File: src/rtl/sipo_pkg.sv
// Shared types and helpers for the serial-in, parallel-out deserializer.
package sipo_pkg;

    typedef enum logic [0:0] {
        COLLECT = 1'b0,
        HOLD    = 1'b1
    } sipo_state_t;

    // Bit-count register width; the count only ever spans 0..width-1.
    function automatic int count_width(input int width);
        return $clog2(width);
    endfunction

endpackage

File: src/rtl/sipo_shift_reg.sv
// WIDTH-bit serial shift register with selectable shift direction and a
// synchronous clear; also exposes the value it would hold after one shift.
module sipo_shift_reg #(
    parameter int WIDTH     = 8,
    parameter bit MSB_FIRST = 1'b1
) (
    input  logic             clk,
    input  logic             rst,
    input  logic             clear,
    input  logic             shift_en,
    input  logic             bit_in,
    output logic [WIDTH-1:0] data_q,
    output logic [WIDTH-1:0] data_shifted
);

    logic [WIDTH-1:0] data_d;

    always_comb begin
        if (MSB_FIRST) begin
            data_shifted = {data_q[WIDTH-2:0], bit_in};
        end else begin
            data_shifted = {bit_in, data_q[WIDTH-1:1]};
        end

        data_d = data_q;
        if (clear) begin
            data_d = '0;
        end else if (shift_en) begin
            data_d = data_shifted;
        end
    end

    // NOTE: sequential state uses non-blocking assignments only; the next
    // value is computed in always_comb so this block stays a plain register.
    always_ff @(posedge clk or posedge rst) begin
        if (rst) begin
            data_q <= '0;
        end else begin
            data_q <= data_d;
        end
    end

endmodule

File: src/rtl/sipo_deserializer.sv
// Serial-in, parallel-out deserializer: bit handshake in, registered word
// handshake out, with a one-word HOLD state to absorb output backpressure.
module sipo_deserializer
    import sipo_pkg::*;
#(
    parameter int WIDTH     = 8,
    parameter bit MSB_FIRST = 1'b1
) (
    input  logic             clk,
    input  logic             rst,
    input  logic             clear,
    input  logic             bit_in,
    input  logic             bit_valid,
    output logic             bit_ready,
    output logic [WIDTH-1:0] word_out,
    output logic             word_valid,
    input  logic             word_ready
);

    localparam int             CW   = count_width(WIDTH);
    localparam logic [CW-1:0]  LAST = CW'(WIDTH - 1);

    sipo_state_t      state_q, state_d;
    logic [CW-1:0]    count_q, count_d;
    logic [WIDTH-1:0] word_out_q, word_out_d;
    logic             word_valid_q, word_valid_d;

    logic             shift_en;
    logic             slot_free;
    logic [WIDTH-1:0] sreg_q;
    logic [WIDTH-1:0] sreg_shifted;

    sipo_shift_reg #(
        .WIDTH     (WIDTH),
        .MSB_FIRST (MSB_FIRST)
    ) u_shift_reg (
        .clk          (clk),
        .rst          (rst),
        .clear        (clear),
        .shift_en     (shift_en),
        .bit_in       (bit_in),
        .data_q       (sreg_q),
        .data_shifted (sreg_shifted)
    );

    assign slot_free  = !word_valid_q || word_ready;
    assign bit_ready  = (state_q == COLLECT);
    assign word_out   = word_out_q;
    assign word_valid = word_valid_q;

    // NOTE: every output of this block gets a default first, so no path can
    // leave a signal unassigned and infer a latch.
    always_comb begin
        state_d      = state_q;
        count_d      = count_q;
        word_out_d   = word_out_q;
        word_valid_d = word_valid_q && !word_ready;
        shift_en     = 1'b0;

        if (clear) begin
            // Abort beats a same-cycle bit; the output register is untouched.
            state_d = COLLECT;
            count_d = '0;
        end else begin
            unique case (state_q)
                COLLECT: begin
                    if (bit_valid) begin
                        shift_en = 1'b1;
                        if (count_q == LAST) begin
                            count_d = '0;
                            if (slot_free) begin
                                word_out_d   = sreg_shifted;
                                word_valid_d = 1'b1;
                            end else begin
                                state_d = HOLD;
                            end
                        end else begin
                            count_d = count_q + CW'(1);
                        end
                    end
                end
                HOLD: begin
                    if (slot_free) begin
                        word_out_d   = sreg_q;
                        word_valid_d = 1'b1;
                        state_d      = COLLECT;
                    end
                end
                default: state_d = COLLECT;
            endcase
        end
    end

    always_ff @(posedge clk or posedge rst) begin
        if (rst) begin
            state_q      <= COLLECT;
            count_q      <= '0;
            word_out_q   <= '0;
            word_valid_q <= 1'b0;
        end else begin
            state_q      <= state_d;
            count_q      <= count_d;
            word_out_q   <= word_out_d;
            word_valid_q <= word_valid_d;
        end
    end

endmodule

File: config.mk
export PLATFORM = sky130hd
export DESIGN_NAME = sipo_deserializer
export DESIGN_NICKNAME = d
export VERILOG_FILES = /design/src/rtl/sipo_pkg.sv /design/src/rtl/sipo_shift_reg.sv /design/src/rtl/sipo_deserializer.sv
export SDC_FILE = /design/constraint.sdc
export NUM_CORES = 1
export LEC_CHECK = 0
export ABC_AREA = 1
export CAP_MARGIN = 10
export CORE_UTILIZATION = 25
export DETAILED_ROUTE_END_ITERATION = 16
export PLACE_DENSITY = 0.48
export SLEW_MARGIN = 20
export SYNTH_ARGS = -nofsm -noshare
export SYNTH_HDL_FRONTEND = slang
export SYNTH_SLANG_ARGS = --single-unit
File: constraint.sdc
create_clock -name clk -period 1.8 [get_ports clk]
set_clock_uncertainty 0.05 [all_clocks]
set_input_delay 0.27 -clock clk [delete_from_list [all_inputs] [get_ports clk]]
set_output_delay 0.27 -clock clk [all_outputs]
set_load 0.02 [all_outputs]
# After elaboration in Yosys (flattened, before gate mapping)
# Cells that the tools add are included.
# word_totals
inputBits	6
regBits	21
out_inout_bits	10
# classes
eq_ne	6
reduce_logical	8
muxes	24
n_bitwise	2
addsub	1
# op_table
cell	n
$mux 8	6
$pmux 8 s2	1
$mux 3	4
$mux 1	11
$ne 2x1->1 const B	3
$reduce_and 5->1	1
$ne 2x2->1 const B	2
$pmux 1 s2	2
$reduce_bool 2->1	2
$add 3x1->3 const B	1
$eq 3x3->1 const B	1
$logic_not 1->1	2
$not 1->1	2
$reduce_and 2->1	1
$logic_and 1x1->1	1
$logic_or 1x1->1	1

# Longest topological paths before layout
# logic_depth
ltp_word	7
ltp_mapped	8

# Hierarchy
# From an unflattened synthesis, not the netlist that was laid out.
# unflattened
cells_unflattened	134
hier_area_um2	1128.6
# modules_own_cells
mod	cells_each	n_inst	area_each_um2
sipo_deserializer	90	1	729.4
sipo_shift_reg	44	1	399.1

# Worst setup path before layout
# OpenSTA, ideal clock, no wires.
# synth_path
path_kind	register to register
startpoint	register count_q[0]
endpoint	register word_out_q[0], in the netlist word_out[0]
setup_time_ps	66
period_less_slack_ps	1256
arrival_ps	1140
n_path_buf	0
path_slack_ps	544
required_time_ps	1684
path_stages_with_launch	8
cell_sequence	dfrtp_1 ha_1 ha_1 nand2_1 nand2_2 nand3_4 nand2_1 nand2_1
# synth_via
elab_chain_len	3
# synth_rtl
element	line_no	source
start: declaration	sipo_deserializer.sv:24	logic [CW-1:0] count_q, count_d;
start signal: assignment	sipo_deserializer.sv:102	count_q <= count_d;
$eq 3x3->1	sipo_deserializer.sv:69	if (count_q == LAST) begin
$ne 2x1->1 (no line)	-	
$reduce_and 5->1 (no line)	-	
end signal: assignment	sipo_deserializer.sv:103	word_out_q <= word_out_d;
end: declaration	sipo_deserializer.sv:25	logic [WIDTH-1:0] word_out_q, word_out_d;
# Every way passes these cells.
# A chain may end at the register's enable or synchronous reset.

# Worst setup path after layout
# layout_path
startpoint	register word_valid_q, in the netlist word_valid
endpoint	output port word_valid
# layout_lines
element	line_no	source
start: declaration	sipo_deserializer.sv:26	logic word_valid_q, word_valid_d;
start signal: assignment	sipo_deserializer.sv:104	word_valid_q <= word_valid_d;
end: declaration	sipo_deserializer.sv:16	output logic word_valid,
# No word-level cell between the ends.

==> tab_implementation.tex <==
\begin{tabular}{lr}
\hline
Metric & Value \\
\hline
\multicolumn{2}{l}{\textbf{Clock network}} \\
\quad Post-cts gate resize count & 0 \\
\quad Number of buffers added by the clock tree synthesis step & 3 \\
\quad Number of buffers added to fix hold violations after cts & 0 \\
\quad CTS tree & yes \\
\quad Max clock buf depth & 2 \\
\quad Setup repair bufs after CTS & 0 \\
\quad Clock H-tree levels & 1 \\
\quad Clock Sinks & 21 \\
\quad Clock insertion delay at the later pin of the skew report & 260 ps \\
\quad Clock root buffer master & sky130\_fd\_sc\_hd\_\_clkbuf\_8 \\
\quad Clock slew seen by the registers of the worst setup and hold paths & 70 ps \\
\multicolumn{2}{l}{\textbf{Yosys}} \\
\quad Average size of a mapped cell & 8.119 um\^{}2 \\
\quad Sequential cell area fraction in the yosys report & 0.4795 \\
\quad Mux share of post-synthesis cell area & 0 \\
\quad Yosys warning count & 0 \\
\quad Syn nets & 143 \\
\quad Number of standard cells after synthesis & 135 \\
\quad Fraction of the mapped netlist area in compound gates & 0.04680 \\
\quad Combined area of all synthesized cells & 0.001096 mm\^{}2 \\
\quad Share of synthesized cell area in and, or, nand and nor gates & 0.3413 \\
\quad Count of different cell masters after synthesis & 19 \\
\quad Post-Synth XOR/XNOR Area & 0 \\
\quad Synthesis-stage register bit count & 21 \\
\quad Combinational family with the most area after synthesis & simple AND/OR/NAND/NOR gates \\
\quad Area share of fa/ha/maj cells after synthesis & 0.02283 \\
\multicolumn{2}{l}{\textbf{Routing}} \\
\quad Antenna Nets Post-Route & 0 \\
\quad Number of vias in the routed layout & 853 \\
\quad Ratio of routed vias to standard cells & 4.202 \\
\quad Detailed-router iteration count before antenna repair & 4 \\
\quad Final WL & 2091 um \\
\quad Wire length per cell & 10.30 um \\
\quad Number of DRC violations after detailed-routing iteration 0 & 21 \\
\quad DRC violation count after routing & 0 \\
\multicolumn{2}{l}{\textbf{Status}} \\
\quad Run status & complete, no violations \\
\multicolumn{2}{l}{\textbf{Global routing}} \\
\quad Vias in the first global route & 873 \\
\quad Global-route wire length before repair & 4029 um \\
\quad Pin count of the biggest net entering global routing & 22 \\
\quad Remaining global-route overflow & 0 \\
\quad Global-route usage over all layers & 0.1165 \\
\quad Number of antenna violations at the first check in global routing & 0 \\
\multicolumn{2}{l}{\textbf{Floorplanning}} \\
\quad Number of I/O pins & 16 \\
\quad Die Y-Extent & 68.22 um \\
\quad Effective utilization at floorplan & 0.2663 \\
\quad Site Rows & 23 \\
\quad Core area & 0.004115 mm\^{}2 \\
\quad Total Die Area & 0.004653 mm\^{}2 \\
\quad Horiz. Die Dim & 68.22 um \\
\multicolumn{2}{l}{\textbf{Timing}} \\
\quad Setup tns final & 0 ps \\
\quad Fmax & 635.8 MHz \\
\quad Final hold viol count & 0 \\
\quad Number of pins with negative max-slew slack in the final report & 0 \\
\quad Minimum clock period after layout & 1573 ps \\
\quad Setup repair after global routing missed its margin & no \\
\quad Slew Limit Headroom & 0.7717 \\
\quad Fin crit share & 0.8739 \\
\quad Slew at the pin closest to its max-slew limit & 342.4 ps \\
\quad Final setup fails & 0 \\
\quad Setup ws final & 227.1 ps \\
\multicolumn{2}{l}{\textbf{Layout}} \\
\quad Antenna diode count & 0 \\
\quad Storage element area & 525.5 um\^{}2 \\
\quad Number of nets in the layout & 162 \\
\quad Filler Cell Count & 445 \\
\quad Final instance area & 0.001324 mm\^{}2 \\
\quad Proportion of layout cells with a drive suffix above 1 & 0.1046 \\
\quad Most common cell after layout, fill and taps aside & sky130\_fd\_sc\_hd\_\_nand2\_1 \\
\quad Area used by multi-input combinational logic & 450.4 um\^{}2 \\
\quad Most frequent cells in the layout & 57 x sky130\_fd\_sc\_hd\_\_nand2\_1, 21 x sky130\_fd\_sc\_hd\_\_dfrtp\_1, 17 x sky130\_fd\_sc\_hd\_\_nand3\_1 \\
\quad Area overhead of the layout relative to synthesis & 20.78\% \\
\multicolumn{2}{l}{\textbf{Power and ir drop}} \\
\quad Sequential group share of total power & 0.553 \\
\quad Int Power & 0.6844 mW \\
\quad Static power due to leakage & 0.7146 nW \\
\quad Relative contribution of the clock network to total power & 0.340 \\
\quad Total power density per cell area & 685.0 mW/mm\^{}2 \\
\quad Fraction of power spent switching nets & 0.2453 \\
\quad Comb power frac & 0.107 \\
\quad Switching power summed over all nets & 0.2224 mW \\
\quad Power, Total & 0.9067 mW \\
\quad Largest voltage drop on the vdd net & 265.1 uV \\
\multicolumn{2}{l}{\textbf{Worst setup path}} \\
\quad Largest delay share family, worst path & buffers and inverters \\
\quad Flop-to-flop setup slack & 400 ps \\
\quad Length in cells of the worst reg-to-reg path & 7 \\
\quad Critical R2R Launch & count\_q[0] \\
\quad Worst setup path class & register to primary output \\
\quad Depth of the critical timing path with buffers and inverters included & 1 \\
\quad Worst setup startpoint & word\_valid \\
\quad Cells traversed along the worst timing path & clkdlybuf4s50\_1 \\
\quad Slowest stage cell on the critical path & sky130\_fd\_sc\_hd\_\_clkdlybuf4s50\_1 \\
\quad Critical path endpoint category & primary output \\
\quad CP bufs+invs & 1 \\
\quad Endpoint arrival time on the critical path & 1250 ps \\
\quad Required time of the worst setup path & 1480 ps \\
\quad Crit-path max FO & 3 \\
\quad Reg2Reg Capture Point & word\_out[7] \\
\quad End point of the critical path & word\_valid \\
\quad Worst path max stage delay & 610 ps \\
\quad Startpoint Class & register \\
\multicolumn{2}{l}{\textbf{Place}} \\
\quad Final weighted congestion of routability-driven global placement & 0.7479 \\
\quad Port Buffer Count & 15 \\
\quad Setup Slack @ Placement & 232.2 ps \\
\quad Final HPWL DP & 1574 um \\
\quad Post-Place Cell Area & 0.001276 mm\^{}2 \\
\multicolumn{2}{l}{\textbf{Run}} \\
\quad Count of max-cap constraint violations & 0 \\
\multicolumn{2}{l}{\textbf{Hold path}} \\
\quad Hold WC Path Type & input port to asynchronous set/reset pin \\
\hline
\end{tabular}
==> metrics by stage <==
| stage | cells | util | hold WS, ps |
|---|---|---|---|
| after floorplan | 135 | - | 196.5 |
| after global placement | 199 | 0.3101 | 407.1 |
| after detailed placement | 199 | 0.3101 | 409.4 |
| after CTS | 203 | 0.3211 | 305.3 |
| after global routing | 203 | 0.3217 | 360.9 |
| final | 203 | 0.3217 | 291.0 |
==> power groups by stage <==
| stage | combinational (mW) | clock, mW | sequential [mW] |
|---|---|---|---|
| after floorplan | 0.0683 | 0 | 0.509 |
| after global placement | 0.0972 | 0 | 0.511 |
| after detailed placement | 0.0980 | 0 | 0.511 |
| after CTS | 0.0986 | 0.323 | 0.501 |
| after global routing | 0.114 | 0.350 | 0.504 |
| final | 0.0966 | 0.308 | 0.502 |
==> worst min path at each step <==
stage	from	endpoint	slack, ps	cells past startpoint
2_1_floorplan	rst	count_q[0]	200	1
3_3_place_gp	word_out[3]	word_out[3]	410	2
3_5_place_dp	word_out[2]	word_out[2]	410	2
4_1_cts	rst	u_shift_reg.data_q[5]	310	3
5_1_grt	rst	word_out[6]	360	3
6_report	rst	word_out[3]	290	3
==> synthesized netlist by cell type <==
master	instances	area, um^2
sky130_fd_sc_hd__a21oi_2	1	8.760
sky130_fd_sc_hd__buf_12	1	20.02
sky130_fd_sc_hd__buf_6	2	22.52
sky130_fd_sc_hd__buf_8	1	15.01
sky130_fd_sc_hd__clkbuf_2	1	5.000
sky130_fd_sc_hd__dfrtp_1	21	525.5
sky130_fd_sc_hd__ha_1	2	25.02
sky130_fd_sc_hd__inv_1	13	48.80
sky130_fd_sc_hd__inv_6	1	8.760
sky130_fd_sc_hd__nand2_1	57	214.0
sky130_fd_sc_hd__nand2_2	2	12.51
sky130_fd_sc_hd__nand2_4	1	11.26
sky130_fd_sc_hd__nand3_1	17	85.08
sky130_fd_sc_hd__nand3_4	1	17.52
sky130_fd_sc_hd__nor2_1	6	22.52
sky130_fd_sc_hd__nor2_4	1	11.26
sky130_fd_sc_hd__o21ai_0	4	20.02
sky130_fd_sc_hd__o21ai_1	1	5.000
sky130_fd_sc_hd__o21ai_2	2	17.52
==> layer usage <==
layer | vias to the layer above | wire [um] | share of wire | GRT usage
met5 | - | 0 | 0 | 0
met4 | 0 | 19 | 0.0091 | 0.02344
met3 | 2 | 89 | 0.043 | 0.04000
met2 | 17 | 914 | 0.44 | 0.1863
met1 | 381 | 1067 | 0.51 | 0.1510
li1 | 453 | - | - | -
==> area by class of cell <==
type,instances,area share
flip-flops and latches,21,0.3970
multi-input cells,95,0.3403
repair buffers,19,0.1380
well taps,50,0.04726
inverters,14,0.04348
clock buffers,4,0.03403
==> worst register-to-register path, stage by stage, from the launching register on <==
cell	delay (ps)
sky130_fd_sc_hd__dfrtp_1	400
sky130_fd_sc_hd__ha_1	210
sky130_fd_sc_hd__ha_1	190
sky130_fd_sc_hd__nand2_1	80
sky130_fd_sc_hd__nand2_2	150
sky130_fd_sc_hd__nand3_4	140
sky130_fd_sc_hd__nand2_1	60
sky130_fd_sc_hd__nand2_1	50
==> registers in the layout, indices dropped and copies added, names as in the netlist <==
register	flops
u_shift_reg.data_q	8
word_out	8
count_q	3
state_q	1
word_valid	1
==> cells by family after synthesis <==
kind of cell | Yosys count
AOI/OAI and AO/OA | 8
buffers and inverters | 19
DFF | 21
adders and majority gates | 2
and+or+nand+nor | 85
(Power assumes the default switching activity.)
